==> config.mk <==
export PLATFORM = sky130hd
export DESIGN_NAME = motor_drive_sequencer
export DESIGN_NICKNAME = d
export VERILOG_FILES = /design/src/rtl/motor_drive_sequencer.sv
export SDC_FILE = /design/constraint.sdc
export NUM_CORES = 1
export LEC_CHECK = 0
export ABC_AREA = 1
export BUFFER_PORTS_ARGS = -buffer_cell sky130_fd_sc_hd__buf_4
export CAP_MARGIN = 5
export CORE_UTILIZATION = 50
export DETAILED_ROUTE_END_ITERATION = 16
export PLACE_DENSITY_LB_ADDON = 0.2
export SYNTH_ARGS = -nofsm -noshare
export SYNTH_HDL_FRONTEND = slang
export SYNTH_SLANG_ARGS = --single-unit
==> constraint.sdc <==
create_clock -name clk -period 3.5 [get_ports clk]
set_input_delay 0.7 -clock clk [delete_from_list [all_inputs] [get_ports clk]]
set_output_delay 0.7 -clock clk [all_outputs]
set_load 0.1 [all_outputs]
==> src/rtl/motor_drive_sequencer.sv <==
// motor_drive_sequencer
//   Drives the brushless commutation stage. The drive magnitude is slewed
//   toward the requested torque magnitude (soft start/stop), a brake request
//   forces an immediate stop, and a stall or a persistent invalid hall code
//   latches a fault that holds the motor braked until cleared. The time
//   between hall transitions is measured for the speed loop.
//
// Ports
//   clk, rst        system clock, synchronous active-high reset
//   en              run request; when dropped the drive ramps to 0 then idles
//   brake_req       level brake request
//   clr_fault       fault clear, honoured only while en is low
//   target_mag      requested drive magnitude (12 bit)
//   hallGrn/Ylw/Blu asynchronous hall sensor inputs
//   drv_mag         slewed magnitude to the commutation block (registered)
//   brake_n         active-low brake to the commutation block (registered)
//   running         high while in RUN (registered)
//   fault           high while in FAULT (registered)
//   comm_period     cycles between the last two valid hall transitions,
//                   all-ones when stopped/unknown
module motor_drive_sequencer #(
  parameter int          RAMP_DIV      = 1024,
  parameter int          RAMP_STEP     = 4,
  parameter logic [23:0] STALL_CYC     = 24'd2000000,
  parameter logic [11:0] STALL_MIN_MAG = 12'h100,
  parameter logic [15:0] BRAKE_HOLD    = 16'd50000,
  parameter int          BAD_HALL_CYC  = 16
) (
  input  logic        clk,
  input  logic        rst,
  input  logic        en,
  input  logic        brake_req,
  input  logic        clr_fault,
  input  logic [11:0] target_mag,
  input  logic        hallGrn,
  input  logic        hallYlw,
  input  logic        hallBlu,
  output logic [11:0] drv_mag,
  output logic        brake_n,
  output logic        running,
  output logic        fault,
  output logic [23:0] comm_period
);

  localparam int                RAMP_W    = $clog2(RAMP_DIV);
  localparam logic [RAMP_W-1:0] RAMP_LAST = RAMP_W'(RAMP_DIV - 1);
  localparam logic [12:0]       STEP13    = 13'(RAMP_STEP);
  localparam int                BAD_W     = $clog2(BAD_HALL_CYC + 1);
  localparam logic [BAD_W-1:0]  BAD_LIMIT = BAD_W'(BAD_HALL_CYC);

  typedef enum logic [1:0] {ST_IDLE, ST_RUN, ST_BRAKE, ST_FAULT} state_t;

  state_t state_reg, state_next;

  logic [2:0]        hall_meta_reg, hall_s, hall_p;
  logic [23:0]       pcnt;
  logic [RAMP_W-1:0] ramp_cnt_reg;
  logic [15:0]       hold_cnt_reg;
  logic [BAD_W-1:0]  bad_cnt_reg;

  logic        hall_bad, hall_edge, tick, stall_hit, bad_hit;
  logic        idle_entry, fault_exit;
  logic [11:0] tgt, mag_step;
  logic [12:0] mag_up, mag_dn;

  assign hall_bad   = (hall_s == 3'b000) || (hall_s == 3'b111);
  assign hall_edge  = (hall_s != hall_p) && !hall_bad;
  assign tick       = (state_reg == ST_RUN) && (ramp_cnt_reg == RAMP_LAST);
  assign stall_hit  = (drv_mag >= STALL_MIN_MAG) && (pcnt >= STALL_CYC);
  assign bad_hit    = (bad_cnt_reg >= BAD_LIMIT);
  assign idle_entry = (state_next == ST_IDLE) && (state_reg != ST_IDLE);
  assign fault_exit = (state_reg == ST_FAULT) && (state_next != ST_FAULT);

  // One ramp step toward the target; the 13-bit sums expose overflow and
  // underflow so the result can be clamped onto the target exactly.
  always_comb begin
    tgt      = en ? target_mag : 12'd0;
    mag_up   = {1'b0, drv_mag} + STEP13;
    mag_dn   = {1'b0, drv_mag} - STEP13;
    mag_step = drv_mag;
    if (tgt > drv_mag) begin
      mag_step = (mag_up > {1'b0, tgt}) ? tgt : mag_up[11:0];
    end else if (tgt < drv_mag) begin
      mag_step = (mag_dn[12] || (mag_dn[11:0] < tgt)) ? tgt : mag_dn[11:0];
    end
  end

  always_ff @(posedge clk) begin
    if (rst) begin
      state_reg <= ST_IDLE;
    end else begin
      state_reg <= state_next;
    end
  end

  // Fault outranks brake, which outranks the ordinary run/idle moves.
  always_comb begin
    state_next = state_reg;
    case (state_reg)
      ST_IDLE: begin
        if (brake_req)      state_next = ST_BRAKE;
        else if (en)        state_next = ST_RUN;
      end
      ST_RUN: begin
        if (stall_hit || bad_hit)       state_next = ST_FAULT;
        else if (brake_req)             state_next = ST_BRAKE;
        else if (!en && drv_mag == 12'd0) state_next = ST_IDLE;
      end
      ST_BRAKE: begin
        if ((hold_cnt_reg >= BRAKE_HOLD) && !brake_req) state_next = ST_IDLE;
      end
      ST_FAULT: begin
        if (clr_fault && !en) state_next = ST_IDLE;
      end
      default: state_next = ST_IDLE;
    endcase
  end

  always_ff @(posedge clk) begin
    if (rst) begin
      hall_meta_reg <= 3'b000;
      hall_s        <= 3'b000;
      hall_p        <= 3'b000;
      pcnt          <= 24'd0;
      comm_period   <= 24'hFFFFFF;
      ramp_cnt_reg  <= '0;
      hold_cnt_reg  <= 16'd0;
      bad_cnt_reg   <= '0;
      drv_mag       <= 12'd0;
      brake_n       <= 1'b1;
      running       <= 1'b0;
      fault         <= 1'b0;
    end else begin
      hall_meta_reg <= {hallGrn, hallYlw, hallBlu};
      hall_s        <= hall_meta_reg;
      hall_p        <= hall_s;

      if (!hall_bad)                  bad_cnt_reg <= '0;
      else if (bad_cnt_reg != BAD_LIMIT) bad_cnt_reg <= bad_cnt_reg + BAD_W'(1);

      // Period is only measured while running; elsewhere the counter just
      // saturates. Leaving FAULT restarts it so the stall check is not
      // satisfied again immediately.
      if (fault_exit)                           pcnt <= 24'd0;
      else if (state_reg == ST_RUN && hall_edge) pcnt <= 24'd1;
      else if (pcnt != 24'hFFFFFF)              pcnt <= pcnt + 24'd1;

      if (idle_entry)                            comm_period <= 24'hFFFFFF;
      else if (state_reg == ST_RUN && hall_edge) comm_period <= pcnt;

      if (state_reg != ST_RUN || tick) ramp_cnt_reg <= '0;
      else                             ramp_cnt_reg <= ramp_cnt_reg + RAMP_W'(1);

      if (state_reg != ST_BRAKE)         hold_cnt_reg <= 16'd0;
      else if (hold_cnt_reg != 16'hFFFF) hold_cnt_reg <= hold_cnt_reg + 16'd1;

      if (state_reg != ST_RUN) drv_mag <= 12'd0;
      else if (tick)           drv_mag <= mag_step;

      brake_n <= !((state_reg == ST_BRAKE) || (state_reg == ST_FAULT));
      running <= (state_reg == ST_RUN);
      fault   <= (state_reg == ST_FAULT);
    end
  end

endmodule
### After elaboration in Yosys (flattened, before gate mapping)

Index checks and enable logic that the tools add are counted.

* ROM bits: 0
* memory bits (writable): 0
* memories: 0
* bits in registers: 105
* latch bits: 0
* logic and storage cells: 89

* divide/modulo/power cells: 0
* mux-type cells: 15
* eq/ne operators: 12
* add/sub/neg operators: 6
* reduce and logical (&&, ||, !) cells: 33
* bitwise operators: 1
* order comparisons: 8
* shift operators: 0
* $mul: 0

Operators with widths (count)
* $mux W12: 5
* $add A24 B1 Y24 const B: 1
* $ge A24 B21 Y1 const B: 1
* $lt A12 B12 Y1: 2
* $ne A24 B24 Y1 const B: 1
* $add A16 B1 Y16 const B: 1
* $ge A16 B16 Y1 const B: 1
* $ne A16 B16 Y1 const B: 1
* $mux W2: 7
* $add A12 B3 Y13 const B: 1
* $gt A13 B12 Y1: 1
* $sub A12 B3 Y13 const B: 1
* $ge A12 B9 Y1 const B: 1
* $gt A12 B12 Y1: 1
* $logic_not A12 Y1: 1
* $reduce_or A2 Y1: 6
* $add A10 B1 Y10 const B: 1
* $eq A10 B10 Y1 const B: 1
* $logic_and A1 B1 Y1: 9
* $pmux W2 S4: 1
* $reduce_bool A2 Y1: 3
* $add A5 B1 Y5 const B: 1
* $ge A5 B5 Y1 const B: 1
* $logic_or A1 B1 Y1: 5
* 14 further kinds: 21

### Longest topological paths before layout

* word-level depth: 9
* mapped depth: 23

### Least setup slack after synthesis

OpenSTA, ideal clock, no wires.

* path kind: reg-to-reg
* start: register drv_mag[2]
* end: register drv_mag[0]
* required time: 3.387 ns
* setup slack: -0.227 ns
* path buffers: 0
* period minus slack after synthesis: 3.727 ns
* data arrival time: 3.614 ns
* stages on the path, launching flop included: 20
* cell sequence: dfxtp_1 -> inv_1 -> nor3_2 -> nand2_1 -> nor2_2 -> nand2_1 -> nor2_1 -> nand3_1 -> nand2_1 -> inv_1 -> ha_1 -> nand3_1 -> nor3_1 -> o21ai_1 -> nand3_4 -> nand2_8 -> nand2_4 -> nand3_4 -> o21ai_1 -> nor2_1

* cells in the longest elaborated chain, start to end: 6
* elaborated cells between the ends (all ways): 13
* those cells by class: add/sub: 2; order compare: 4; mux: 4; reduce/logical: 3

RTL lines
* start, declared: RTL line 38 `output logic [11:0] drv_mag,`
* start signal, assigned: RTL line 158 `else if (tick) drv_mag <= mag_step;`
* $sub A12 B3 Y13: RTL line 79 `mag_dn = {1'b0, drv_mag} - STEP13;`
* $lt A12 B12 Y1: RTL line 84 `mag_step = (mag_dn[12] || (mag_dn[11:0] < tgt)) ? tgt : mag_dn[11:0];`
* $logic_or A1 B1 Y1: RTL line 84
* $mux W12: RTL line 84
* $mux W12: RTL line 83 `end else if (tgt < drv_mag) begin`
* $mux W12: RTL line 81 `if (tgt > drv_mag) begin`

Several ways; a longest one is shown, not always the timed one. The select of a mux whose other input is x is not followed.
A chain may end at the register's enable or synchronous reset.

### Final worst setup path

* start: register drv_mag[3]
* end: register drv_mag[9]

Same word-level chain as after synthesis.

==> reports/metrics.yaml <==
outcome:
  status: "complete, no violations"
clock_network:
  clk_pin_slew_ps: 70
  numClockSinks: 105
  cts_root_buffer: "clkbuf_16"
  insertion_delay_ps: 360
  cts_buffers: 9
  cts_tree: "done"
  htreeDepth: 3
  cts_buffer_depth: 2
synthesis:
  synth_cell_types: 48
  netlist_area_mm2: 0.00670
  yosysWarnings: 0
  synth_area_leaders: "dfxtp_1, nand2_1, inv_1, ha_1, nand3_1"
  syn_nets: 1032
  synthArstFlopShare: 0
  synthCells: 968
  synth_top_area_share: 0.314
  ys_seq_area_frac: 0.314
  synth_top_area_cell: "dfxtp_1"
  avgSynthCellArea_um2: 6.93
  synth_edf_count: 0
  synthFlopType: "dfxtp_1"
  ys_seq_elements: 105
drt:
  dr.pass1.iters: 5
  ant_nets: 0
  routed_wirelength_um: 14800
  vias: 5966
  drc: 0
  via_per_inst: 4.95
  drtIter0Drc: 348
  post_drt_wl_per_cell_um: 12.3
sta:
  maxSlewViolCount: 0
  timing.final.crit_share: 0.910
  hold_violations: 0
  finalSetupTns_ps: 0
  slew_headroom: 0.544
  final.setup_skew_ps: 12.2
  worstMarginPinSlew_ps: 682
  final.min_clock_period_ps: 3190
  rsz0062_at_grt: "no"
  fmax_mhz: 314
  worst_slack_ps: 314
  setup_viol: 0
final_layout:
  nets: 1092
  finalInstanceArea_mm2: 0.00760
  drive_above_1_share: 0.160
  fin_cells: 1205
  diodes: 0
  syn_to_final_growth_pct: 13.4
die:
  io_pins: 59
  dieWidth_um: 118
  row_count: 41
  dieArea_mm2: 0.0139
  start_util: 0.523
  core_area_mm2: 0.0128
  die_h_um: 118
setup_path:
  r2r_start: "drv_mag[3]$_SDFFE_PP0P_"
  start_kind: "flop"
  critPathLaunch: "drv_mag[3]$_SDFFE_PP0P_"
  crit_required_ps: 3770
  worst-setup-path-type: "reg -> reg"
  cp_max_fo: 8
  crit_path_end_kind: "flop"
  r2r_cells: 20
  crit_arrival_ps: 3450
global_route:
  grt_max_degree: 48
  overflow: 0
  grt_pass1_vias: 5469
  grt_util_all_layers: 0.225
  grt_pass1_wl_um: 25300
  antenna_found_initial: 0
placed_design:
  placed_cells: 1189
  place_area_mm2: 0.00730
  place_hpwl_um: 11500
  gp_congestion: 0.936
  post-place-ws_ps: 298
  place.port_buffers: 58
run:
  maxCapViolCount: 0
power:
  ir_worst_vdd_uv: 356
  power_density_mw_per_mm2: 331
  p_leak_nw: 3.79
min_path:
  min-delay-start: "hall_meta_reg[0]$_SDFF_PP0_"
  worstHoldPathType: "reg -> reg"
  holdPathStages: 2
==> where the power goes <==
group,switching [mW],internal [mW],total (mW)
Combinational,0.202,0.0920,0.294
Sequential,0.0185,1.21,1.23
Clock,0.496,0.497,0.993
Total,0.717,1.80,2.52
==> logic make-up after synthesis <==
| group | after synthesis | share of synthesized area |
|---|---|---|
| and+or+nand+nor | 479 | 0.345 |
| adders and majority gates | 44 | 0.0821 |
| xor gates and xnor gates | 41 | 0.0536 |
| muxes | 3 | 0.00504 |
| AOI/OAI and AO/OA | 105 | 0.0870 |
| DFF | 105 | 0.314 |
| buffers and inverters | 191 | 0.113 |
==> synth_stat cells (2+ instances only) <==
cell type	count
a211oi_1	3
a21oi_1	44
a31oi_1	2
buf_4	3
buf_6	4
clkbuf_1	6
clkinv_1	4
dfxtp_1	105
ha_1	44
inv_1	161
inv_2	11
mux2_2	3
nand2_1	203
nand2_2	9
nand2_4	4
nand3_1	81
nand3_2	6
nand3_4	3
nand4_1	11
nor2_1	92
nor2_2	24
nor2_4	3
nor3_1	22
nor3_2	5
nor3_4	3
nor4_1	4
o21ai_0	38
o21ai_1	9
o21bai_1	3
xnor2_1	5
xor2_1	36
==> repair_timing <==
action                     CTS  global route
hold endpoints to repair     0             0
setup buffers                0             0
gates resized for setup      0             3
setup endpoints to repair    0             9
hold buffers                 0             0
==> cell usage in the layout (no fill, tap or decap), types with 6 or more instances in the layout <==
cell and n:
a21oi_1 44, buf_4 64, clkbuf_16 9, dfxtp_1 102, ha_1 44, inv_1 160, inv_2 11, nand2_1 203
nand2_2 9, nand3_1 81, nand3_2 6, nand4_1 11, nor2_1 91, nor2_2 24, nor3_1 22, o21ai_0 38
o21ai_1 9, xor2_1 36
==> cell type report <==
class                      count  area [um2]
clock inverter                 7        62.6
fill                        1240        5220
clock buffer                   9         225
sequential                   105        2110
tap                          172         215
timing repair buffer          64         480
inverter                     176         664
multi-input combinational    672        3850
==> final timing paths <==
check	end	slack [ps]
worst max-delay path	drv_mag[9]$_SDFFE_PP0P_	310
worst min-delay path	hall_s[0]$_SDFF_PP0_	400
worst max register to register	drv_mag[9]$_SDFFE_PP0P_	310
worst min register to register	hall_s[0]$_SDFF_PP0_	400
==> critical path, stage by stage (launching register included) <==
cell and delay, ps:
dfxtp_2 330, inv_1 180, ha_1 240, nand3_2 100, or2_4 250, nor2_1 150, xor2_1 240, inv_1 70
ha_1 270, nand2_1 60, nor2_1 150, nand4_1 100, a21oi_1 140, nor2_1 70, nor2_2 190, buf_4 190
nand2_1 70, nand3_1 80, nand3_1 80, nand2_1 80, inv_1 40
==> metrics by stage <==
step	hold WS [ps]	power [mW]	utilization
2_1_floorplan	388	1.49	-
3_3_place_gp	394	1.55	0.569
6_report	403	2.52	0.593
3_5_place_dp	393	1.56	0.569
5_1_grt	423	2.63	0.593
4_1_cts	403	2.55	0.592
==> layer usage <==
| metal | share of wire | vias up | routed length [um] | GRT usage |
|---|---|---|---|---|
| met3 | 0.054 | 19 | 794 | 0.0552 |
| met1 | 0.48 | 2626 | 7170 | 0.294 |
| met5 | 0 | - | 0 | 0 |
| met4 | 0.017 | 0 | 248 | 0.0705 |
| met2 | 0.45 | 132 | 6600 | 0.362 |
| li1 | - | 3189 | - | - |
No activity file was read; power rests on OpenSTA's default activity.
